### config.mk
export PLATFORM = sky130hd
export DESIGN_NAME = serial_subtractor
export DESIGN_NICKNAME = d
export VERILOG_FILES = /design/src/rtl/arith_pkg.sv /design/src/rtl/fs_cell.sv /design/src/rtl/serial_subtractor.sv
export SDC_FILE = /design/constraint.sdc
export NUM_CORES = 1
export LEC_CHECK = 0
export CORE_MARGIN = 2
export CORE_UTILIZATION = 55
export DETAILED_ROUTE_END_ITERATION = 12
export PLACE_DENSITY = 0.83
export SKIP_CTS_REPAIR_TIMING = 1
export SLEW_MARGIN = 40
export SYNTH_ARGS = -nofsm -noshare
export SYNTH_HDL_FRONTEND = slang
export SYNTH_HIERARCHICAL = 1
export SYNTH_SLANG_ARGS = --single-unit
export TNS_END_PERCENT = 100
### constraint.sdc
create_clock -name clk -period 2.8 [get_ports clk]
set_input_delay 0.42 -clock clk [delete_from_list [all_inputs] [get_ports clk]]
set_output_delay 0.42 -clock clk [all_outputs]
set_load 0.02 [all_outputs]
### src/rtl/arith_pkg.sv
// Shared types and reference arithmetic for the bit-serial subtractor.
package arith_pkg;

    // Controller states of the serial subtractor.
    typedef enum logic {
        IDLE = 1'b0,
        RUN  = 1'b1
    } sub_state_e;

    // Reference result: bit [w] of the value is the borrow out of a w-bit
    // subtraction and bits [w-1:0] are the difference, for any w <= 32
    // whose operands are already zero-extended to 32 bits.
    function automatic logic [32:0] ref_sub(input logic [31:0] a,
                                            input logic [31:0] b,
                                            input logic        bin);
        return {1'b0, a} - {1'b0, b} - {32'd0, bin};
    endfunction

endpackage

### src/rtl/fs_cell.sv
// Combinational 1-bit full subtractor: d = x - y - bi, with borrow out.
module fs_cell (
    input  logic x,
    input  logic y,
    input  logic bi,
    output logic d,
    output logic bo
);

    assign d  = x ^ y ^ bi;
    assign bo = (~x & y) | (~(x ^ y) & bi);

endmodule

### src/rtl/serial_subtractor.sv
// Bit-serial WIDTH-bit subtractor (diff = a - b - bin), one bit per clock,
// LSB first, through a single full-subtractor cell. Results are held in
// output registers that update only when an operation completes.
module serial_subtractor
    import arith_pkg::*;
#(
    parameter int WIDTH = 8
) (
    input  logic             clk,
    input  logic             rst,
    input  logic             start,
    input  logic [WIDTH-1:0] a,
    input  logic [WIDTH-1:0] b,
    input  logic             bin,
    output logic             busy,
    output logic             done,
    output logic [WIDTH-1:0] diff,
    output logic             bout,
    output logic             ovf
);

    localparam int               CNT_W   = $clog2(WIDTH);
    localparam logic [CNT_W-1:0] CNT_MAX = CNT_W'(WIDTH - 1);

    sub_state_e       state_q;
    logic [CNT_W-1:0] cnt_q;
    logic [WIDTH-1:0] a_sh_q;
    logic [WIDTH-1:0] b_sh_q;
    logic [WIDTH-1:0] res_q;
    logic [WIDTH-1:0] res_d;
    logic             borrow_q;
    logic             busy_q;
    logic             done_q;
    logic [WIDTH-1:0] diff_q;
    logic             bout_q;
    logic             ovf_q;

    logic             cell_d;
    logic             cell_bo;

    // The single shared bit cell: current operand LSBs plus the carried borrow.
    fs_cell u_cell (
        .x  (a_sh_q[0]),
        .y  (b_sh_q[0]),
        .bi (borrow_q),
        .d  (cell_d),
        .bo (cell_bo)
    );

    // Partial result with the new difference bit entering from the MSB side.
    always_comb begin
        // NOTE: assigning a default first means no path leaves res_d unassigned,
        // so no latch can be inferred.
        res_d = res_q;
        res_d = {cell_d, res_q[WIDTH-1:1]};
    end

    // Controller, datapath shift registers and registered outputs.
    // NOTE: all state here uses non-blocking assignments so every register
    // samples pre-edge values, independent of statement order.
    always_ff @(posedge clk or posedge rst) begin
        if (rst) begin
            state_q  <= IDLE;
            cnt_q    <= '0;
            a_sh_q   <= '0;
            b_sh_q   <= '0;
            res_q    <= '0;
            borrow_q <= 1'b0;
            busy_q   <= 1'b0;
            done_q   <= 1'b0;
            diff_q   <= '0;
            bout_q   <= 1'b0;
            ovf_q    <= 1'b0;
        end else begin
            done_q <= 1'b0;
            unique case (state_q)
                IDLE: begin
                    if (start) begin
                        a_sh_q   <= a;
                        b_sh_q   <= b;
                        borrow_q <= bin;
                        cnt_q    <= '0;
                        busy_q   <= 1'b1;
                        state_q  <= RUN;
                    end
                end
                RUN: begin
                    a_sh_q   <= {1'b0, a_sh_q[WIDTH-1:1]};
                    b_sh_q   <= {1'b0, b_sh_q[WIDTH-1:1]};
                    res_q    <= res_d;
                    borrow_q <= cell_bo;
                    cnt_q    <= cnt_q + 1'b1;
                    if (cnt_q == CNT_MAX) begin
                        // This edge processes the MSB: borrow_q is the borrow
                        // into the sign bit, cell_bo the borrow out of it.
                        diff_q  <= res_d;
                        bout_q  <= cell_bo;
                        ovf_q   <= borrow_q ^ cell_bo;
                        done_q  <= 1'b1;
                        busy_q  <= 1'b0;
                        state_q <= IDLE;
                    end
                end
                default: state_q <= IDLE;
            endcase
        end
    end

    assign busy = busy_q;
    assign done = done_q;
    assign diff = diff_q;
    assign bout = bout_q;
    assign ovf  = ovf_q;

endmodule

; ---- After elaboration in Yosys (flattened, before gate mapping)
; Index checks and enable logic that the tools add are counted.
[op_classes]
addsub = 1
n_eq_ne = 3
muxes = 16
bitwise_logic = 9
reduce_logical = 2
[ops]
columns = op, n
row1 = 8-bit one-hot mux with 2 select lines, 2
row2 = 8-bit 2-to-1 mux, 2
row3 = 1-bit 2-to-1 mux, 7
row4 = 1-bit one-hot mux with 2 select lines, 3
row5 = 3-bit one-hot mux with 2 select lines, 1
row6 = 2-bit AND reduction, 2
row7 = "3-bit by 1-bit adder with 3-bit output, second input constant", 1
row8 = "3-bit == test, second input constant", 1
row9 = 3-bit 2-to-1 mux, 1
row10 = 1-bit inverter, 3
row11 = 1-bit XOR, 3
row12 = 1-bit AND, 2
row13 = "2-bit by 1-bit != test with 1-bit output, second input constant", 1
row14 = "2-bit != test, second input constant", 1
row15 = 1-bit OR, 1
[word_totals]
register_bits = 41
in_bits = 20
wordCells = 42

; ---- Longest topological paths before layout
; Gate-level depths: netlist (run 1).
[depth]
depth_word = 5
mapped_depth = 5
ltp_nobuf = 5

; ---- Cells and area by module
; The synthesis (run 1) kept the hierarchy.
[by_module_without_submodules]
columns = mod, instances, cells_per_inst, area_each_um2, seq_area_each_um2
row1 = serial_subtractor, 1, 130, 1707.9, 1001.0
row2 = fs_cell, 1, 4, 31.3, 0.0

; ---- Worst setup path before layout (run 1)
; No wires, ideal clock.
[synth_path]
path_type = register to register
from = register cnt_q[0]
to = register bout_q, in the netlist bout
setup_time_ns = 0.125
t_arrival_ns = 1.309
t_required_ns = 2.675
setup_slack_ns = 1.366
path_stages_with_launch = 6
n_path_buf = 1
period_less_slack_ns = 1.434
cell_sequence = dfrtp_1 ha_1 ha_1 nand2_2 buf_6 mux2_4
[synth_between]
elab_chain_len = 2
[synth_lines]
columns = item, line
row1 = start: declaration, serial_subtractor.sv:26  ; logic [CNT_W-1:0] cnt_q;
row2 = start signal: assignment, serial_subtractor.sv:92  ; cnt_q <= cnt_q + 1'b1;
row3 = 3-bit == test, serial_subtractor.sv:93  ; if (cnt_q == CNT_MAX) begin
row4 = 2-bit AND reduction (no source line), -
row5 = end signal: assignment, serial_subtractor.sv:97  ; bout_q <= cell_bo;
row6 = end: declaration, serial_subtractor.sv:35  ; logic bout_q;
; Every way passes these cells.
; A chain may end at the register's enable or synchronous reset.

; ---- Final worst setup path (run 1)
[layout_path]
from = register busy_q, in the netlist busy
to = output busy
[layout_rtl]
columns = item, line
row1 = start: declaration, serial_subtractor.sv:32  ; logic busy_q;
row2 = start signal: assignment, serial_subtractor.sv:69  ; busy_q <= 1'b0;
row3 = start signal: assignment, serial_subtractor.sv:83  ; busy_q <= 1'b1;
row4 = start signal: assignment, serial_subtractor.sv:100  ; busy_q <= 1'b0;
row5 = end: declaration, serial_subtractor.sv:15  ; output logic busy,
; No word-level cell between the ends.

==> results.yml, run 1 <==
outcome:
  status: "completed"
sta:
  setup_slack_ns: 1.043
  worstMarginPinSlew_ns: 0.4946
  min_period_ns: 1.757
  clock.fmax_mhz: 569.1
  rsz0062_at_grt: "no"
  clock_skew_ns: 0.003829
  slew_headroom: 0.6702
  setup_viol: 0
  finalCritPeriodShare: 0.6275
  hold_viol: 0
  timing.setup.tns_ns: 0
  slew_violations: 0
floorplanning:
  core_area_mm2: 0.003028
  row_count: 20
  initial_core_util: 0.5744
  dieWidth_um: 60.23
  num_io_pins: 32
  fp.dieArea_mm2: 0.003628
  die_h_um: 60.23
logic_synthesis:
  synthAdderAreaFrac: 0.03309
  synth_top_area_frac: 0.5755
  synth_cell_types: 20
  ys_top_cells_by_area: "dfrtp_1 58%, mux2i_1 10%, mux2_4 7.8%, mux2_2 5.2%, o21ai_0 4.3%"
  ys_warn_count: 6
  synthesis.nets: 158
  synth_xor_area_frac: 0.005036
  syn_inst: 134
  synth_top_family_by_area: "multiplexers"
  netlist_area_mm2: 0.001739
  yosys.area_share.simple: 0.04820
  synthMuxAreaShare: 0.2331
  ys_seq_area_frac: 0.5755
  yosysTopAreaCell: "dfrtp_1"
  synth-seq-cells: 40
  avgSynthCellArea_um2: 12.98
  synth-compound-area-share: 0.05971
clock_network:
  cts_sinks: 40
  cts_tree: "built"
  clockBufferDepth: 2
  clkTransAtPathRegs_ns: 0.11
  cts_buffers: 5
  root_buffer: "clkbuf_4"
  htreeDepth: 2
  clkLatencyLatePin_ns: 0.34
setup_path:
  r2r_cells: 4
  crit_chain: "clkdlybuf4s50_1"
  path_buf_inv: 1
  endpoint_kind: "output port"
  crit_fanout: 3
  critical-path-top-delay-family: "buffers and inverters"
  slowest_delay_ns: 0.61
  crit_type: "reg -> out"
  r2r_start: "cnt_q[0]"
  arrival_ns: 1.34
  worstSetupStartpointType: "flip-flop"
  crit_slowest_cell: "clkdlybuf4s50_1"
  worst-path-stages: 1
  crit_required_ns: 2.38
  crit_path_start: "busy"
placed_design:
  placed_cells: 204
  gp_congestion: 0.6769
  dp_slack_ns: 1.108
  numPortBuffers: 31
  hpwl_mm: 1.948
final_layout:
  num-nets-final: 191
  area_growth_pct: 22.45
  final_cell_mix: "40 x dfrtp_1, 31 x clkdlybuf4s50_1, 18 x mux2i_1, 15 x nand2_1, 15 x o21ai_0"
  layout-drive-gt1-share: 0.1607
  antenna_cells: 0
  layout.cells.non_filler: 212
  final_common_cell: "dfrtp_1"
drt:
  drc: 0
  routed_wirelength_mm: 2.734
  first_pass_iters: 4
  final_antenna_net_count: 0
  drt_iter0_drc: 11
  wl_per_cell_um: 12.90
  vias: 1071
  vias_per_cell: 5.052
hold_path:
  hold_path.class: "in -> async"
power:
  power.density_mw_per_mm2: 1041
  ir_worst_vdd_v: 0.0004054
  power.leakage_nw: 1.024
grt:
  grt-ovfl-total: 0
  grt_pass1_wl_mm: 4.919
  antenna_found_initial: 0
  grt_use_total: 0.1887
  grt_max_degree: 47
  first_global_vias: 1107
flow_run:
  cap_violations: 0
==> state kept, by name (all words and copies together), names as in the netlist <==
name      cells
cnt_q         3
state_q       1
a_sh_q        8
diff          8
borrow_q      1
ovf           1
bout          1
res_q         7
busy          1
b_sh_q        8
done          1
==> metal layers <==
metal | global-route usage | part of all wire | up-vias
met5 | 0 | 0 | -
met4 | 0.05714 | 0.012 | 0
met3 | 0.07143 | 0.054 | 4
met2 | 0.3199 | 0.53 | 29
met1 | 0.2211 | 0.41 | 523
li1 | - | - | 515
==> final cells by class <==
class                   count  area, um^2
multi-input cells          80       659.4
repair buffers             34       332.8
clock buffers               8       58.81
flip-flops and latches     40        1001
well taps                  44       55.05
fillers                   218       898.4
inverters                   6       22.52
==> through the flow <==
step	utilization	total power, mW	instance area [um^2]	hold slack (ns)
finish	0.7033	2.218	2130	0.4758
global route	0.7033	2.406	2130	0.5280
CTS	0.7033	2.248	2130	0.4873
detailed placement	0.6839	1.951	2071	0.4736
global placement	0.6839	1.898	2071	0.4599
floorplan	-	1.658	1739	0.4492
==> Yosys cell counts (all sizes together) <==
cell type / count
a21oi: 1
a22o: 2
buf: 7
clkbuf: 1
dfrtp: 40
fa: 1
ha: 3
inv: 6
mux2: 17
mux2i: 18
nand2: 16
nand2b: 1
nor2: 4
o21ai: 15
o22ai: 1
xor2: 1
==> final timing paths <==
path	slack [ns]	to
hold / removal	0.48	diff[4]
hold reg to reg	0.50	b_sh_q[4]
setup / recovery	1.04	busy
min in group clk	0.50	b_sh_q[4]
setup reg to reg	1.17	diff[6]
max in group asynchronous	1.97	a_sh_q[2]
==> report_power, final <==
group / switching [mW] / internal, mW
Combinational: 0.420 / 0.518
Clock: 0.172 / 0.124
Sequential: 0.148 / 0.835
Total: 0.740 / 1.48
==> kinds of logic after synthesis <==
group	after synthesis
AO/OA/AOI/OAI	19
XOR/XNOR	1
adder cells (fa/ha/maj)	4
buffers and inverters	14
flip-flops	40
multiplexers	35
AND/OR/NAND/NOR	21
Power figures use the tool's default switching activity.
==> run 2: changes to the inputs <==
--- a/config.mk
+++ b/config.mk
@@ -6,9 +6,9 @@
 export NUM_CORES = 1
 export LEC_CHECK = 0
 export CORE_MARGIN = 2
-export CORE_UTILIZATION = 55
+export CORE_UTILIZATION = 51
 export DETAILED_ROUTE_END_ITERATION = 12
-export PLACE_DENSITY = 0.83
+export PLACE_DENSITY = 0.78
 export SKIP_CTS_REPAIR_TIMING = 1
 export SLEW_MARGIN = 40
 export SYNTH_ARGS = -nofsm -noshare
==> constraint.sdc (replaced) <==
create_clock -name clk -period 1.8 [get_ports clk]
set_input_delay 0.27 -clock clk [delete_from_list [all_inputs] [get_ports clk]]
set_output_delay 0.27 -clock clk [all_outputs]
set_load 0.02 [all_outputs]
==> run 2 against run 1 <==
Total power grew 56%. Wire length fell by 2.2%. Sequential power grew 57%. Global-route usage shrank 2.9 points. Worst hold slack worse by 0.14 ns. Design area rose by 0.71%. Cell count is 0.94% higher. Non-clock buffer count is the same. Sequential share of layout area shrank 0.33 points. Clock power increased by 54%. Largest power group unchanged.
==> results.yml, run 2 (synthesized netlist as in run 1, its figures left out) <==
sta:
  setup_slack_ns: 0.1978
  hold_viol: 0
  min_period_ns: 1.602
  rsz0062_at_grt: "no"
  clock.fmax_mhz: 624.1
  worstMarginPinSlew_ns: 0.4838
  slew_headroom: 0.6775
  setup_viol: 0
  finalCritPeriodShare: 0.8901
  slew_violations: 0
  timing.setup.tns_ns: 0
  hold_slack_ns: 0.3404
  clock_skew_ns: 0.006490
grt:
  grt_use_total: 0.1596
  grt_max_degree: 46
  antenna_found_initial: 0
  grt-ovfl-total: 0
  grt_pass1_wl_mm: 4.809
  first_global_vias: 1112
final_layout:
  final_cell_mix: "40 x dfrtp_1, 31 x clkdlybuf4s50_1, 18 x mux2i_1, 15 x nand2_1, 15 x o21ai_0"
  num-nets-final: 191
  final_core_util: 0.6478
  finalInstanceArea_mm2: 0.002145
  area_growth_pct: 23.31
  fillerInstances: 287
  antenna_cells: 0
  seq_area_mm2: 0.001001
  multi_input_area_um2: 659.4
  layout-drive-gt1-share: 0.1607
  final_common_cell: "dfrtp_1"
  layout.cells.non_filler: 214
drt:
  drt_iter0_drc: 21
  drc: 0
  first_pass_iters: 4
  vias_per_cell: 5.033
  vias: 1077
  final_antenna_net_count: 0
  routed_wirelength_mm: 2.674
  wl_per_cell_um: 12.50
clock_network:
  cts_tree: "built"
  clkLatencyLatePin_ns: 0.34
  root_buffer: "clkbuf_4"
  clockBufferDepth: 2
  clkTransAtPathRegs_ns: 0.11
  cts_buffers: 5
  cts_sinks: 40
  htreeDepth: 2
placed_design:
  placed_area_mm2: 0.002086
  placed_cells: 206
  gp_congestion: 0.7026
  numPortBuffers: 31
  hpwl_mm: 1.901
  dp_slack_ns: 0.1983
setup_path:
  arrival_ns: 1.83
  crit_type: "reg -> reg"
  r2r_start: "cnt_q[0]"
  worstSetupStartpointType: "flip-flop"
  r2r_cells: 4
  crit_path_start: "cnt_q[0]"
  crit_required_ns: 2.03
  crit_fanout: 11
  endpoint_kind: "flip-flop"
flow_run:
  cap_violations: 0
floorplanning:
  dieWidth_um: 62.40
  fp.dieArea_mm2: 0.003893
  row_count: 21
  core_area_mm2: 0.003311
  die_h_um: 62.40
  num_io_pins: 32
  initial_core_util: 0.5253
power:
  power.leakage_nw: 1.029
  power.density_mw_per_mm2: 1611
  finalPower_mw: 3.455
  ir_worst_vdd_v: 0.0006024
hold_path:
  hold_path.class: "in -> async"
outcome:
  status: "completed"
[run 2: cell types whose count changed in the layout (fill, tap and decap cells not counted)]
cell    delta
buf_12     +1
buf_4      -1
[run 2: where the power goes]
group / internal (mW) / switching, mW
clock network: 0.193 / 0.264
registers: 1.30 / 0.242
logic: 0.810 / 0.648
[run 2: final timing paths]
path / to / slack (ns)
max in group asynchronous: diff[0] / 1.11
worst min-delay path: a_sh_q[0] / 0.34
min in group clk: a_sh_q[6] / 0.50
worst max-delay path: diff[6] / 0.20
worst max register to register: diff[6] / 0.20
worst min register to register: a_sh_q[6] / 0.50
[run 2: area by class of cell]
cell class                 count  share of cell area
tap                           46             0.02684
timing repair buffer          34              0.1610
inverter                       6             0.01050
sequential                    40              0.4667
clock buffer                   8             0.02742
multi-input combinational     80              0.3075
[run 2: worst max-delay path, stage by stage, from the launching register on]
cell	delay, ns
dfrtp_1	0.42
ha_1	0.23
ha_1	0.21
nand2_2	0.27
mux2_2	0.37
[run 2: per-layer routing]
layer,up-vias,GRT usage,wire length (um)
met4,0,0.05000,33
met1,521,0.1904,1183
met5,-,0,0
li1,519,-,-
met3,5,0.06486,141
met2,32,0.2663,1316
==> run 3: changes to the inputs <==
--- a/config.mk
+++ b/config.mk
@@ -5,7 +5,6 @@
 export SDC_FILE = /design/constraint.sdc
 export NUM_CORES = 1
 export LEC_CHECK = 0
-export CORE_MARGIN = 2
 export CORE_UTILIZATION = 51
 export DETAILED_ROUTE_END_ITERATION = 12
 export PLACE_DENSITY = 0.78
==> run 3 against run 2 <==
Utilization grew 2.8 points. Die area shrank 6.3%. Fmax shrank 0.78%. Critical path depth is the same. Non-clock buffer count is the same. Sequential share of layout area grew 0.33 points. Design area shrank 0.70%. Cell count shrank 1.4%. Wire length shrank 0.30%. Global-route usage grew 1.9 points. Critical path type unchanged.
==> results.yml, run 3 (synthesized netlist as in run 1, its figures left out) <==
final_layout:
  finalInstanceArea_mm2: 0.002130
  layout-drive-gt1-share: 0.1617
  fillerInstances: 268
  final_cell_mix: "40 x dfrtp_1, 31 x clkdlybuf4s50_1, 18 x mux2i_1, 15 x nand2_1, 15 x o21ai_0"
  antenna_cells: 0
  final_common_cell: "dfrtp_1"
  area_growth_pct: 22.45
  num-nets-final: 191
  final_core_util: 0.6754
floorplanning:
  fp.dieArea_mm2: 0.003648
  num_io_pins: 32
  core_area_mm2: 0.003153
  dieWidth_um: 60.40
  row_count: 20
  die_h_um: 60.40
  initial_core_util: 0.5516
setup_path:
  worstSetupStartpointType: "flip-flop"
  cpMostUsedCell: "ha_1"
  crit_required_ns: 2.03
  r2r_start: "cnt_q[0]"
  reg2reg_slack_ns: 0.19
  critical-path-top-delay-family: "adder cells"
  slowest_delay_ns: 0.41
  r2r_cells: 4
  r2r-end: "diff[6]"
  arrival_ns: 1.85
  endpoint_kind: "flip-flop"
  crit_type: "reg -> reg"
  path_buf_inv: 0
  crit_end: "diff[6]"
  crit_fanout: 11
  crit_chain: "ha_1, ha_1, nand2_2, mux2_2"
  worst-path-stages: 4
  crit_slowest_cell: "dfrtp_1"
  crit_path_start: "cnt_q[0]"
drt:
  routed_wirelength_mm: 2.666
  first_pass_iters: 4
  vias_per_cell: 5.090
  vias: 1074
  wl_per_cell_um: 12.64
  final_antenna_net_count: 0
  drc: 0
  drt_iter0_drc: 18
power:
  finalPower_mw: 3.406
  combPwrFrac: 0.430
  p_sw_frac: 0.3379
  seqPwrFrac: 0.450
  p_sw_mw: 1.151
  intPower_mw: 2.255
  power.density_mw_per_mm2: 1599
  power.leakage_nw: 1.024
  clock_power_share: 0.120
  ir_worst_vdd_v: 0.0007213
grt:
  grt_use_total: 0.1787
  grt_pass1_wl_mm: 4.629
  grt-ovfl-total: 0
  antenna_found_initial: 0
  grt_max_degree: 46
  first_global_vias: 1093
hold_path:
  hold_path.class: "in -> async"
outcome:
  status: "completed"
clock_network:
  cts_tree: "built"
  root_buffer: "clkbuf_4"
  htreeDepth: 2
  clkLatencyLatePin_ns: 0.34
  cts_sinks: 40
  clockBufferDepth: 2
  clkTransAtPathRegs_ns: 0.11
  cts_buffers: 5
sta:
  rsz0062_at_grt: "no"
  setup_slack_ns: 0.1852
  hold_viol: 0
  clock_skew_ns: 0.008003
  clock.fmax_mhz: 619.3
  slew_violations: 0
  worstMarginPinSlew_ns: 0.4837
  slew_headroom: 0.6775
  timing.setup.tns_ns: 0
  setup_viol: 0
  finalCritPeriodShare: 0.8971
  min_period_ns: 1.615
placed_design:
  gp_congestion: 0.6783
  numPortBuffers: 31
  hpwl_mm: 1.876
  placed_area_mm2: 0.002083
  dp_slack_ns: 0.1849
flow_run:
  cap_violations: 0
-- run 3: cell types whose count changed in the layout (fill, tap and decap cells not counted) --
cell,change
clkinv_2,+1
clkbuf_8,-1
clkbuf_1,-1
-- run 3: how the worst min path moves through the flow --
stage / startpoint / end / slack, ns
floorplan: a[7] / a_sh_q[7] / 0.43
global placement: a_sh_q[1] / a_sh_q[0] / 0.46
detailed placement: b_sh_q[1] / b_sh_q[0] / 0.47
CTS: rst / done / 0.34
global route: rst / ovf / 0.39
finish: rst / done / 0.34
-- run 3: per-stage QoR --
step / hold WS, ns / cells
after floorplan: 0.4263 / 134
after detailed placement: 0.4717 / 204
after global routing: 0.3887 / 211
after global placement: 0.4634 / 204
final: 0.3354 / 211
after CTS: 0.3391 / 211
-- run 3: worst min-delay path, delay by kind of cell --
| kind | cells | cell delay (ns) |
|---|---|---|
| buf+inv | 3 | 0.86 |
-- run 3: power by group through the flow --
| stage | clock network (mW) | registers [mW] | logic [mW] |
|---|---|---|---|
| 2_1_floorplan | 0 | 1.66 | 0.918 |
| 3_3_place_gp | 0 | 1.53 | 1.42 |
| 3_5_place_dp | 0 | 1.56 | 1.49 |
| 4_1_cts | 0.427 | 1.54 | 1.49 |
| 5_1_grt | 0.462 | 1.59 | 1.62 |
| 6_report | 0.407 | 1.53 | 1.47 |
-- run 3: layout make-up --
type                    instances  area (um^2)  area share
multi-input cells              80        659.4      0.3096
flip-flops and latches         40         1001      0.4700
clock inverters                 1        5.005    0.002350
repair buffers                 34        345.3      0.1622
well taps                      44        55.05     0.02585
inverters                       6        22.52     0.01058
clock buffers                   6        41.29     0.01939
-- run 3: metal layers --
metal | global-route usage | share of wire | up-vias
met3 | 0.05757 | 0.041 | 2
met5 | 0 | 0 | -
li1 | - | - | 521
met1 | 0.1871 | 0.41 | 523
met4 | 0.08970 | 0.0079 | 0
met2 | 0.3203 | 0.54 | 28
